[src/rtl/sync_fifo_prog.sv]
// sync_fifo_prog: single-clock FIFO with registered read data and status flags.
// Status outputs: exact occupancy count, half_full / half_empty derived from
// DEPTH, and almost_full / almost_empty against run-time thresholds.
// Optional feature macro SYNC_FIFO_ERR_EN adds the sticky overflow/underflow
// outputs. When the macro is undefined, rejected requests are dropped silently.
module sync_fifo_prog #(
  parameter int DATA_LINES = 8,
  parameter int ADDR_LINES = 4
) (
  input  logic                  clk,
  input  logic                  rst,
  input  logic                  winc,
  input  logic [DATA_LINES-1:0] wdata,
  input  logic                  rinc,
  output logic [DATA_LINES-1:0] rdata,
  input  logic [ADDR_LINES:0]   af_thresh,
  input  logic [ADDR_LINES:0]   ae_thresh,
  output logic [ADDR_LINES:0]   count,
  output logic                  wfull,
  output logic                  rempty,
  output logic                  half_full,
  output logic                  half_empty,
  output logic                  almost_full,
  output logic                  almost_empty
`ifdef SYNC_FIFO_ERR_EN
  ,
  output logic                  overflow,
  output logic                  underflow
`endif
);

  localparam int DEPTH = 1 << ADDR_LINES;
  localparam logic [ADDR_LINES:0] DEPTH_C = (ADDR_LINES+1)'(DEPTH);
  localparam logic [ADDR_LINES:0] HALF_C  = (ADDR_LINES+1)'(DEPTH / 2);
  localparam logic [ADDR_LINES:0] ONE_C   = (ADDR_LINES+1)'(1);

  // Storage array; no reset so it maps onto block RAM.
  logic [DATA_LINES-1:0] mem_reg [DEPTH];

  logic [ADDR_LINES-1:0] wptr_reg;
  logic [ADDR_LINES-1:0] rptr_reg;
  logic [ADDR_LINES:0]   count_reg;
  logic [ADDR_LINES:0]   count_next;
  logic [DATA_LINES-1:0] rdata_reg;
  logic                  wfull_reg;
  logic                  rempty_reg;
  logic                  half_full_reg;
  logic                  almost_full_reg;
  logic                  almost_empty_reg;
  logic                  wr_ok;
  logic                  rd_ok;

  // Requests are qualified by the registered flags of the current cycle, so a
  // read against an empty FIFO is always rejected even when a write lands in
  // the same cycle; this also rules out read-during-write on one address.
  assign wr_ok = winc & ~wfull_reg;
  assign rd_ok = rinc & ~rempty_reg;

  // Next occupancy: +1 on write only, -1 on read only, unchanged otherwise.
  always_comb begin
    count_next = count_reg;
    unique case ({wr_ok, rd_ok})
      2'b10:   count_next = count_reg + ONE_C;
      2'b01:   count_next = count_reg - ONE_C;
      default: count_next = count_reg;
    endcase
  end

  // Memory write port; gated by rst so a write racing a reset is discarded.
  always_ff @(posedge clk) begin
    if (rst && wr_ok) begin
      mem_reg[wptr_reg] <= wdata;
    end
  end

  // Pointer advance; ADDR_LINES-bit pointers wrap naturally at DEPTH.
  always_ff @(posedge clk or negedge rst) begin
    if (!rst) begin
      wptr_reg <= '0;
      rptr_reg <= '0;
    end else begin
      if (wr_ok) wptr_reg <= wptr_reg + 1'b1;
      if (rd_ok) rptr_reg <= rptr_reg + 1'b1;
    end
  end

  // Registered read data: updates only on an accepted read, otherwise holds.
  always_ff @(posedge clk or negedge rst) begin
    if (!rst) begin
      rdata_reg <= '0;
    end else if (rd_ok) begin
      rdata_reg <= mem_reg[rptr_reg];
    end
  end

  // Occupancy and all flags are registered from count_next so they agree
  // with count in every cycle; thresholds are sampled on every edge.
  always_ff @(posedge clk or negedge rst) begin
    if (!rst) begin
      count_reg        <= '0;
      wfull_reg        <= 1'b0;
      rempty_reg       <= 1'b1;
      half_full_reg    <= 1'b0;
      almost_full_reg  <= 1'b0;
      almost_empty_reg <= 1'b1;
    end else begin
      count_reg        <= count_next;
      wfull_reg        <= (count_next == DEPTH_C);
      rempty_reg       <= (count_next == '0);
      half_full_reg    <= (count_next >= HALF_C);
      almost_full_reg  <= (count_next >= af_thresh);
      almost_empty_reg <= (count_next <= ae_thresh);
    end
  end

`ifdef SYNC_FIFO_ERR_EN
  logic overflow_reg;
  logic underflow_reg;

  // Sticky error flags: set on any rejected request, cleared only by reset.
  always_ff @(posedge clk or negedge rst) begin
    if (!rst) begin
      overflow_reg  <= 1'b0;
      underflow_reg <= 1'b0;
    end else begin
      if (winc && wfull_reg)  overflow_reg  <= 1'b1;
      if (rinc && rempty_reg) underflow_reg <= 1'b1;
    end
  end

  assign overflow  = overflow_reg;
  assign underflow = underflow_reg;
`endif

  assign rdata        = rdata_reg;
  assign count        = count_reg;
  assign wfull        = wfull_reg;
  assign rempty       = rempty_reg;
  assign half_full    = half_full_reg;
  assign half_empty   = ~half_full_reg;
  assign almost_full  = almost_full_reg;
  assign almost_empty = almost_empty_reg;

endmodule

[config.mk]
export PLATFORM = sky130hd
export DESIGN_NAME = sync_fifo_prog
export DESIGN_NICKNAME = d
export VERILOG_FILES = /design/src/rtl/sync_fifo_prog.sv
export SDC_FILE = /design/constraint.sdc
export NUM_CORES = 1
export LEC_CHECK = 0
export CAP_MARGIN = 5
export CORE_ASPECT_RATIO = 1.4
export CORE_MARGIN = 8
export CORE_UTILIZATION = 30
export DETAILED_ROUTE_END_ITERATION = 8
export DONT_BUFFER_PORTS = 1
export MAX_ROUTING_LAYER = met4
export PLACE_DENSITY = 0.44
export SLEW_MARGIN = 20
export SYNTH_ARGS = -nofsm -noshare
export SYNTH_HDL_FRONTEND = slang
export SYNTH_SLANG_ARGS = --single-unit
export TNS_END_PERCENT = 30
[constraint.sdc]
create_clock -name clk -period 4 [get_ports clk]
set_input_delay 0.6 -clock clk [delete_from_list [all_inputs] [get_ports clk]]
set_output_delay 0.6 -clock clk [all_outputs]
set_load 0.01 [all_outputs]
==> reports/results.tsv <==
stage	metric	value	unit
clock_tree	clock sink count	154	
synth	Synth cell types	54	
die	Die W	140.5	um
drt	final wirelength	14400	um
drt	Avg WL per Cell	21.86	um
global_routing	vias in the first global route	3531	
sta	final hold viol count	0	
cells_and_area	fill cell count	2068	
clock_tree	CTS buffer count	17	
setup_path	Worst Path Buf+Inv	3	
synth	area leader, netlist	edfxtp_1	
power_and_ir_drop	Leak	0.002513	uW
sta	fmax	299.9	MHz
synth	syn nets	405	
synth	Post-Syn Instances	371	
synth	Post-synth EDFFs	128	
die	Core Box Area	21620	um2
clock_tree	clock buffer depth	2	
clock_tree	Root Buffer	clkbuf_16	
synth	Synth warnings	0	
power_and_ir_drop	peak supply drop	0.2943	mV
placement	DP Worst Slack	674.7	ps
global_routing	largest net degree at the start of global routing	36	
clock_tree	depth of the CTS H-tree	4	
clock_tree	worst-skew pair later-pin latency	430	ps
global_routing	Overflow after GRT	0	
synth	Mean Syn Cell Area	17.55	um2
setup_path	CP startpoint kind	flop	
drt	Routed Antenna Nets	0	
die	row count	64	
drt	DR pass1 iterations	4	
cells_and_area	max reg flops	128	
global_routing	first-pass GRT wire length	22280	um
clock_tree	CTS tree	done	
cells_and_area	area growth from synthesis to layout	13.47	%
die	starting density of the core	0.3012	
sta	fin. max-slew vios	0	
cells_and_area	# diodes	0	
cells_and_area	fin nets	416	
drt	via count	3238	
die	DIE HEIGHT	190.3	um
sta	RSZ-0062 raised after global routing	no	
setup_path	crit-path max FO	16	
setup_path	CP max stage delay	560	ps
worst_hold_path	worst hold path type	in -> reg	
clock_tree	Setup Buffers After CTS	0	
die	DIE AREA	26750	um2
cells_and_area	commonest non-fill, non-tap cells in the layout	edfxtp_1, mux4_2, nand2_1, dfrtp_1, nor2_1	
clock_tree	clock transition at the registers of the reported paths	70	ps
synth	ranking of synthesized cells by area	edfxtp_1, mux4_2, dfrtp_1, ha_1, nand2_1	
drt	drt initial violations	228	
sta	Final min period	3334	ps
cells_and_area	commonest non-fill, non-tap cell in the layout	edfxtp_1	
placement	Port Buffer Count	0	
cells_and_area	share of cells above drive strength 1	0.2354	
setup_path	Crit path max-delay family	adder cells	
setup_path	CP required	4280	ps
cells_and_area	area of the multi-input gates	1831	um2
synth	Yosys reg bits	154	
placement	Placer Congestion	0.8039	
placement	area post-placement	6773	um2
synth	Main synth FF type	edfxtp_1	
run_status	status	finished clean	
sta	setup TNS	0	ps
sta	final setup violation count	0	
drt	Post-route DRC	0	
global_routing	GR Util All Layers	0.1186	
setup_path	CP Capture Type	flop	
sta	Tightest Pin Transition	993.3	ps
sta	Worst slew margin	0.3353	
placement	Post-DP HPWL	9831	um
setup_path	CP cell instances	nand2b_1 -> clkinv_2 -> ha_1 -> buf_4 -> nor2b_1 -> nor2b_1 -> inv_1 -> ha_1 -> nand2b_1 -> a21o_1 -> maj3_1 -> o32ai_1 -> a41oi_1	
sta	fin worst setup slack	665.9	ps
synth	area of the mapped netlist	6512	um2
drt	vias per cell	4.914	
sta	post-route clock period utilization	0.8335	
setup_path	Worst Setup Path Type	reg -> reg	
synth	post-synthesis sequential area ratio	0.6905	
setup_path	CP max-delay cell	dfstp_2	
cells_and_area	cell area after layout	7390	um2
die	io pins	41	
power_and_ir_drop	pwr dens	723.3	nW/um2
synth	Async SR Flop Fraction	0.1688	
setup_path	Crit path arrival time	3620	ps
flow_run	maxcap violations	0	
cells_and_area	FF/Latch Area	4498	um2
global_routing	initial antenna violation count	0	
sta	Layout Skew	18.68	ps
synth	Synth top area share	0.5902	
## power by group
part	total, uW	switching (uW)	internal (uW)
registers	2210	260	1950
clock network	1580	654	925
logic	1550	794	760
total	5340	1710	3640
## final cells by class
| type | count | share of cell area |
|---|---|---|
| repair buffers | 9 | 0.01151 |
| inverters | 18 | 0.009313 |
| well taps | 264 | 0.04470 |
| clock buffers | 19 | 0.05858 |
| multi-input cells | 182 | 0.2477 |
| flip-flops and latches | 154 | 0.6087 |
| clock inverters | 13 | 0.01947 |
## what timing repair did
action	in CTS	in global routing
resized for setup	0	0
hold buffers	2	1
hold endpoints to repair	24	1
## cell usage after synthesis (2+ instances only)
| cell type | count |
|---|---|
| edfxtp_1 | 128 |
| buf_6 | 5 |
| nor2b_1 | 3 |
| dfstp_2 | 2 |
| a211oi_1 | 3 |
| buf_4 | 4 |
| nand2_1 | 37 |
| inv_1 | 16 |
| nor2_1 | 21 |
| nand4_1 | 3 |
| ha_1 | 12 |
| dfrtp_1 | 24 |
| mux4_2 | 40 |
| o31ai_1 | 3 |
| nand3b_1 | 2 |
| a21o_1 | 4 |
| nor3_1 | 4 |
| o21ai_0 | 7 |
| xnor2_1 | 9 |
| nand3_1 | 2 |
| nand2b_1 | 2 |
| clkbuf_1 | 7 |
| a21o_2 | 2 |
## per-layer routing
layer | vias up | GRT usage | routed length, um
met5 | - | - | 0
met4 | 0 | 0.04519 | 163
met3 | 11 | 0.03558 | 744
met2 | 81 | 0.2111 | 7920
met1 | 1678 | 0.1207 | 5575
li1 | 1468 | - | -
## final timing paths
kind	cells after the start	startpoint	slack, ps	to
min in group asynchronous	1	rst	560	rempty$_DFF_PN1_
worst min register to register	1	wptr_reg[3]$_DFFE_PN0P_	550	wptr_reg[3]$_DFFE_PN0P_
max in group asynchronous	2	rst	3130	count[3]$_DFF_PN0_
worst min-delay path	0	wdata[0]	270	mem_reg[1][0]$_DFFE_PP_
worst max register to register	13	rempty$_DFF_PN1_	670	almost_full$_DFF_PN0_
worst max-delay path	13	rempty$_DFF_PN1_	670	almost_full$_DFF_PN0_
## through the flow
step,utilization,hold WS (ps),cells,power (uW)
2_1_floorplan,-,304.4,371,3424
3_3_place_gp,0.3133,305.4,624,3812
3_5_place_dp,0.3133,305.4,624,3829
4_1_cts,0.3413,5.525,658,5422
5_1_grt,0.3418,242.8,659,5658
6_report,0.3418,266.9,659,5345
## cell families after synthesis
| logic type | Yosys count | synth area share |
|---|---|---|
| flops | 154 | 0.6905 |
| simple gates | 83 | 0.05956 |
| mux | 41 | 0.1401 |
| compound gates | 36 | 0.04477 |
| buf+inv | 35 | 0.02843 |
| fa+ha+maj | 13 | 0.02459 |
| xor+xnor | 9 | 0.01210 |
No activity file was read; power rests on OpenSTA's default activity.
